===== src/rtl/onehot_capture_fifo.sv =====
// Captures one-hot decoder lines, encodes them to a 3-bit index and queues them in a small FIFO.
// Rejected (non-one-hot) and dropped (overflow) samples are tracked by sticky flags and a saturating counter.
module onehot_capture_fifo #(
    parameter int unsigned DEPTH = 4,
    parameter int unsigned ERR_W = 8
) (
    input  logic                     clk,
    input  logic                     rst,
    input  logic                     in_valid,
    input  logic [7:0]               in_onehot,
    input  logic                     err_clr,
    output logic                     out_valid,
    input  logic                     out_ready,
    output logic [2:0]               out_code,
    output logic [$clog2(DEPTH):0]   level,
    output logic                     full,
    output logic [ERR_W-1:0]         err_count,
    output logic                     err_flag,
    output logic                     ovf_flag
);

    localparam int unsigned AW = $clog2(DEPTH);
    localparam int unsigned LW = AW + 1;

    logic [2:0]    mem [DEPTH];
    logic [AW-1:0] rd_ptr;
    logic [AW-1:0] wr_ptr;

    logic [3:0]    ones;
    logic [2:0]    code;
    logic          is_onehot;
    logic          push;
    logic          pop;
    logic          bad;
    logic          drop;

    always_comb begin
        ones = '0;
        code = '0;
        for (int unsigned i = 0; i < 8; i++) begin
            ones = ones + 4'(in_onehot[i]);
            if (in_onehot[i]) code = 3'(i);
        end
        is_onehot = (ones == 4'd1);
    end

    assign out_valid = (level != '0);
    assign full      = (level == LW'(DEPTH));
    // Head is masked so an empty FIFO always presents code 0.
    assign out_code  = out_valid ? mem[rd_ptr] : '0;

    assign pop  = out_valid && out_ready;
    assign push = in_valid && is_onehot && (!full || pop);
    assign drop = in_valid && is_onehot && full && !pop;
    assign bad  = in_valid && !is_onehot;

    always_ff @(posedge clk) begin
        if (!rst && push) mem[wr_ptr] <= code;
    end

    always_ff @(posedge clk) begin
        if (rst) begin
            rd_ptr <= '0;
            wr_ptr <= '0;
            level  <= '0;
        end else begin
            if (push) wr_ptr <= wr_ptr + AW'(1);
            if (pop)  rd_ptr <= rd_ptr + AW'(1);
            case ({push, pop})
                2'b10:   level <= level + LW'(1);
                2'b01:   level <= level - LW'(1);
                default: level <= level;
            endcase
        end
    end

    always_ff @(posedge clk) begin
        if (rst) begin
            err_count <= '0;
            err_flag  <= 1'b0;
            ovf_flag  <= 1'b0;
        end else if (err_clr) begin
            // An event coinciding with the clear is kept rather than lost.
            err_count <= bad ? ERR_W'(1) : '0;
            err_flag  <= bad;
            ovf_flag  <= drop;
        end else begin
            if (bad && (err_count != '1)) err_count <= err_count + ERR_W'(1);
            if (bad)  err_flag <= 1'b1;
            if (drop) ovf_flag <= 1'b1;
        end
    end

endmodule


===== config.mk =====
export PLATFORM = sky130hd
export DESIGN_NAME = onehot_capture_fifo
export DESIGN_NICKNAME = d
export VERILOG_FILES = /design/src/rtl/onehot_capture_fifo.sv
export SDC_FILE = /design/constraint.sdc
export NUM_CORES = 1
export LEC_CHECK = 0
export BUFFER_PORTS_ARGS = -buffer_cell sky130_fd_sc_hd__buf_2
export CAP_MARGIN = 30
export CORE_MARGIN = 2
export CORE_UTILIZATION = 59
export DETAILED_ROUTE_END_ITERATION = 12
export PLACE_DENSITY = 0.81
export SLEW_MARGIN = 20
export SYNTH_ARGS = -nofsm -noshare
export SYNTH_HDL_FRONTEND = slang
export SYNTH_SLANG_ARGS = --single-unit

===== constraint.sdc =====
create_clock -name clk -period 7.1 [get_ports clk]
set_input_delay 0.355 -clock clk [delete_from_list [all_inputs] [get_ports clk]]
set_output_delay 0.355 -clock clk [all_outputs]
set_load 0.02 [all_outputs]

==> results of run 1 <==
==> through the flow <==
stage                util  hold slack, ps  total power [mW]  instance area (µm²)
floorplan               -             447             0.380                 1660
detailed placement  0.675             457             0.434                 1830
CTS                 0.694             344             0.530                 1880
global placement    0.675             458             0.425                 1830
finish              0.694             351             0.524                 1880
global route        0.694             365             0.555                 1880
==> power groups by stage <==
stage / clock network, mW / registers, mW / logic [mW]
floorplan: 0 / 0.232 / 0.148
global placement: 0 / 0.223 / 0.201
detailed placement: 0 / 0.226 / 0.209
CTS: 0.0986 / 0.222 / 0.209
global route: 0.104 / 0.225 / 0.226
finish: 0.0961 / 0.221 / 0.207
==> state kept, by name, indices dropped and copies added, names as in the netlist, named ones only <==
| register | cells |
|---|---|
| level | 3 |
| wr_ptr | 2 |
| err_flag | 1 |
| err_count | 8 |
| mem | 12 |
| ovf_flag | 1 |
| rd_ptr | 2 |
==> logic make-up after synthesis <==
group | Yosys count | share of synthesized area
AND/OR/NAND/NOR | 56 | 0.178
flip-flops | 31 | 0.446
AO/OA/AOI/OAI | 24 | 0.103
buffers and inverters | 21 | 0.0535
adder cells (fa/ha/maj) | 13 | 0.121
XOR/XNOR | 7 | 0.0370
multiplexers | 6 | 0.0618
==> worst reg2reg max path, stage by stage, from the launching register on <==
cell     delay, ps
dfxtp_1        440
o31a_1         310
o21ai_0        160
fa_1           400
or3_1          370
mux2i_1        170
xnor2_1        130
nor2_1          50
==> layer usage <==
| layer | track usage | vias up |
|---|---|---|
| met3 | 0.0431 | 5 |
| met2 | 0.379 | 25 |
| met1 | 0.222 | 591 |
| met4 | 0.103 | 0 |
| li1 | - | 617 |
| met5 | 0 | - |
==> layout by cell type (no fill, tap or decap), types with 2 or more instances in the layout <==
cell type,netlist,routed
xnor2_1,4,4
o21ai_0,8,8
buf_2,0,30
nor2b_1,5,5
and3_1,4,4
or3_1,4,4
ha_1,8,8
nor2_1,15,15
clkbuf_1,0,2
nand2b_1,2,2
fa_1,5,5
nand3_1,6,6
nand2_1,6,6
nand4_1,2,2
xor2_1,3,3
nor3_1,2,2
mux4_2,3,3
edfxtp_1,12,12
mux2i_1,2,2
dfxtp_1,19,19
a21oi_1,7,7
and2_1,5,5
clkbuf_4,0,5
inv_1,19,19
==> area by class of cell <==
type                    count  area share
repair buffers             30      0.0798
inverters                  19      0.0379
clock inverters             1     0.00266
well taps                  31      0.0206
clock buffers               7      0.0240
multi-input cells         106       0.441
flip-flops and latches     31       0.394
==> worst max-delay path by stage <==
stage | startpoint | end | slack [ps] | cells after the start
2_1_floorplan | in_onehot[0] | level[2] | 2950 | 16
3_3_place_gp | in_onehot[0] | level[2] | 2760 | 17
3_5_place_dp | in_onehot[0] | level[2] | 2650 | 17
4_1_cts | in_onehot[0] | level[2] | 3010 | 17
5_1_grt | in_onehot[0] | level[2] | 2780 | 17
6_report | in_onehot[0] | level[2] | 2990 | 17
==> results_dict.tcl, run 1 <==
set metrics [dict create \
    cts_resized 0 \
    rsz0062_at_grt "false" \
    die_x_um 57.0 \
    rows 19 \
    grt_pass1_wl_mm 5.13 \
    num_vias 1238 \
    numCtsBuffers 5 \
    cts.sinks 31 \
    yosysWarnings 0 \
    grt_overflow 0 \
    cts_root_buffer "clkbuf_4" \
    cp.buffers_inverters 4 \
    critical_path_class "in -> reg" \
    core_mm2 0.00271 \
    pin_count 31 \
    die_h_um 57.0 \
    r2r-end "level[2]" \
    drive_above_1_share 0.237 \
    num-fill-cells 212 \
    p_leak_nw 0.802 \
    synthCells 158 \
    ys_seq_area_frac 0.446 \
    fin_tns_setup_ps 0 \
    hp-class "in -> reg" \
    status "finished, final reports clean" \
    slowest_stage "fa_1" \
    clkPwrFrac 0.183 \
    synth-edff-count 12 \
    p_int_mw 0.329 \
    finalMaxSlewViolations 0 \
    cap_violations 0 \
    synth-seq-cells 31 \
    fin_crit_sh 0.579 \
    pre_cts_slack_ps 2650 \
    grt_pass1_vias 1247 \
    max_freq_mhz 243 \
    met1_length_mm 1.18 \
    drt_wl_total_mm 2.97 \
    multi_input_area_um2 830 \
    worst_ep_required_time_ps 7320 \
    cts_buffer_depth 2 \
    ff2ff_path_depth 7 \
    fin_cells 225 \
    period_minus_slack_ps 4110 \
    slowest_delay_ps 550 \
    dpl.hpwl_mm 2.41 \
    grt_max_degree 16 \
    ir_worst_vdd_mv 0.296 \
    holdPathStages 3 \
    r2r_setup_slack_ps 4950 \
    route.met2.wl_mm 1.64 \
    netSwitchingFraction 0.373 \
    worstSkewPairLatency_ps 330 \
    ys_types 38 \
    n_antenna_cell 0 \
    antenna_left 0 \
    h-tree-depth 2 \
    wl_per_cell_um 13.2 \
    drc 0 \
    timing.rr.start "level[0]" \
    ys.flop_type "dfxtp_1" \
    p_per_area_mw_per_mm2 279 \
    viasPerCell 5.50 \
    clkSlewWorstSetupHoldPaths_ps 90 \
    cp-end-kind "flip-flop" \
    seq_power_share 0.421 \
    postCtsSetupBuffers 0 \
    crit_chain "buf_2 > inv_1 > fa_1 > fa_1 > fa_1 > inv_1 > ha_1 > inv_1 > fa_1 > o211ai_2 > a21o_2 > o21ai_0 > fa_1 > or3_1 > mux2i_1 > xnor2_1 > nor2_1" \
    min-delay-start "in_valid" \
    synth_top_area_frac 0.229 \
    hold_viol 0 \
    cp.arrival_ps 4330 \
    switching_power_mw 0.196 \
    hold_path_end "err_flag" \
    start_util 0.612 \
    slew_headroom 0.502 \
    synthTopCellsByArea "dfxtp_1 (23%), edfxtp_1 (22%), fa_1 (6.0%)" \
    synthesis.nets 184 \
    startpoint_type "input port" \
    drtPass1Iterations 4 \
    die_area_mm2 0.00325 \
    regArea_um2 741 \
    highest_layer "met4" \
    placedCellCount 217 \
    syn_area_mm2 0.00166 \
    fin_skew_ps 7.80 \
    fin_ws_ps 2990 \
    crit_family "adder cells" \
    cp_common_cell "fa_1" \
    combPwrFrac 0.395 \
    synth_commonest_cells "dfxtp_1 (19), inv_1 (19), nor2_1 (15)" \
    cts_tree "yes" \
    grt_use_total 0.206 \
    crit_fanout 7 \
    area_delta_synth_final_pct 13.3 \
    drt_iter0_markers 39 \
    nets 219 \
    yosys.area.top_type "dfxtp_1" \
    port_buffers 30 \
    avgSynthCellArea_um2 10.5 \
    met3_length_um 107 \
    worst_slew_pin_slew_ps 737 \
    synthArstFlopShare 0 \
    cts-hold-fix-buffers 0 \
    antenna_found_initial 0 \
    gp_congestion 0.791 \
    setup_viol 0 \
]
Power figures use the tool's default switching activity.
==> run 2, diff against run 1 <==
- CORE_UTILIZATION: 59 -> 54
- PLACE_DENSITY: 0.81 -> 0.75
- clock period: 7.1 -> 3.8 ns (I/O delays scaled with it)
==> run 2 against run 1 <==
First-iteration DRC count stayed put. Critical path type unchanged. Clock skew is 3.8 ps lower. Worst setup slack got worse by 2800 ps. Sequential share of layout area down 1.8 points. Routed wire length increased by 0.67%.
==> results_dict.tcl, run 2 (same netlist as run 1, synthesis figures left out) <==
set metrics [dict create \
    fin_crit_sh 0.957 \
    viasPerCell 5.34 \
    period_minus_slack_ps 3640 \
    layout_common_cells "buf_2 (30), dfxtp_1 (19), inv_1 (16)" \
    fin_ws_ps 164 \
    p_per_area_mw_per_mm2 556 \
    numCtsBuffers 5 \
    drt_wl_total_mm 2.99 \
    cp.arrival_ps 3860 \
    design_area_mm2 0.00197 \
    grt_max_degree 16 \
    crit_chain "buf_2 > inv_1 > fa_1 > fa_1 > fa_1 > inv_1 > ha_2 > inv_2 > fa_2 > o211ai_2 > a21o_2 > o21ai_2 > fa_2 > or3_1 > mux2i_1 > xnor2_1 > nor2_1" \
    cap_violations 0 \
    pin_count 31 \
    crit_family "adder cells" \
    nets 224 \
    die_x_um 59.4 \
    fin_cells 232 \
    rows 20 \
    hp-class "in -> reg" \
    finalMaxSlewViolations 0 \
    gp_congestion 0.732 \
    antenna_found_initial 0 \
    worst_ep_required_time_ps 4020 \
    cp_common_cell "fa_1" \
    pre_cts_slack_ps -245 \
    postCtsSetupBuffers 0 \
    drt_iter0_markers 39 \
    slowest_delay_ps 550 \
    dpl.hpwl_mm 2.40 \
    cp.buffers_inverters 4 \
    drc 0 \
    core_mm2 0.00298 \
    h-tree-depth 2 \
    wl_per_cell_um 12.9 \
    start_util 0.557 \
    hold_viol 0 \
    grt_use_total 0.192 \
    die_area_mm2 0.00353 \
    num_vias 1239 \
    cp-end-kind "flip-flop" \
    placed_area_mm2 0.00188 \
    status "finished, final reports clean" \
    clkSlewWorstSetupHoldPaths_ps 90 \
    ir_worst_vdd_mv 0.286 \
    max_freq_mhz 275 \
    slew_headroom 0.450 \
    area_delta_synth_final_pct 18.6 \
    grt_pass1_wl_mm 4.86 \
    startpoint_type "input port" \
    placedCellCount 224 \
    cts_root_buffer "clkbuf_4" \
    worstSkewPairLatency_ps 330 \
    cts_tree "yes" \
    port_buffers 30 \
    grt_pass1_vias 1126 \
    worst_slew_pin_slew_ps 814 \
    antenna_left 0 \
    holdWs_ps 192 \
    die_h_um 59.4 \
    slowest_stage "fa_1" \
    cts.sinks 31 \
    n_antenna_cell 0 \
    p_leak_nw 0.842 \
    grt_overflow 0 \
    rsz0062_at_grt "false" \
    fin_skew_ps 3.97 \
    final_common_cell "buf_2" \
    reg.largest.list "mem (12), err_count (8), level (3)" \
    crit_fanout 3 \
    setup_viol 0 \
    cts_buffer_depth 2 \
    drive_above_1_share 0.302 \
    top_register "mem" \
    drtPass1Iterations 6 \
    largest_reg_flops 12 \
    critical_path_class "in -> reg" \
]
[run 2: cell count changes in the layout (fill, tap and decap cells not counted), sizes merged]
| cell | previous run | this run |
|---|---|---|
| bufinv | 0 | 1 |
| clkbuf | 7 | 6 |
| buf | 30 | 35 |
[run 2: what timing repair did]
action | in CTS | in global routing
hold endpoints to repair | 0 | 0
endpoints found under the setup margin | 0 | 1
hold buffers | 0 | 0
gates resized for setup | 0 | 4
[run 2: final cells by class]
class	instances	area, µm²
Inverter	19	71.3
Multi-Input combinational cell	106	841
Clock buffer	6	51.3
Fill cell	247	1010
Tap cell	33	41.3
Sequential cell	31	741
Timing Repair Buffer	35	188
Clock inverter	2	35.0
[run 2: layer usage]
| metal | part of all wire | track usage | wire, µm |
|---|---|---|---|
| met5 | 0 | 0 | 0 |
| met2 | 0.48 | 0.305 | 1450 |
| met4 | 0.021 | 0.0779 | 62 |
| met3 | 0.048 | 0.0590 | 143 |
| met1 | 0.45 | 0.245 | 1340 |
[run 2: power breakdown]
group	switching [mW]	internal (mW)
clock network	0.111	0.155
logic	0.229	0.186
registers	0.0353	0.377
total	0.375	0.719
[run 2: worst paths after layout]
kind / start / endpoint / slack (ps) / depth (start not counted)
setup / recovery: in_onehot[0] / level[2] / 160 / 17
hold / removal: err_clr / err_count[0] / 190 / 3
setup reg to reg: level[2] / level[2] / 1730 / 7
hold reg to reg: err_flag / err_flag / 500 / 2
[run 2: stage by stage]
stage          power (mW)  setup TNS (ps)   util
3_3_place_gp        0.817            -152  0.630
4_1_cts              1.10               0  0.659
6_report             1.09               0  0.661
2_1_floorplan       0.714           -86.3      -
5_1_grt              1.17               0  0.661
3_5_place_dp        0.834            -777  0.630
[run 2: worst reg2reg max path, stage by stage, from the launching register on]
cell and delay [ps]:
dfxtp_1 460, o31a_1 310, o21ai_2 100, fa_2 340
or3_1 370, mux2i_1 180, xnor2_1 140, nor2_1 50
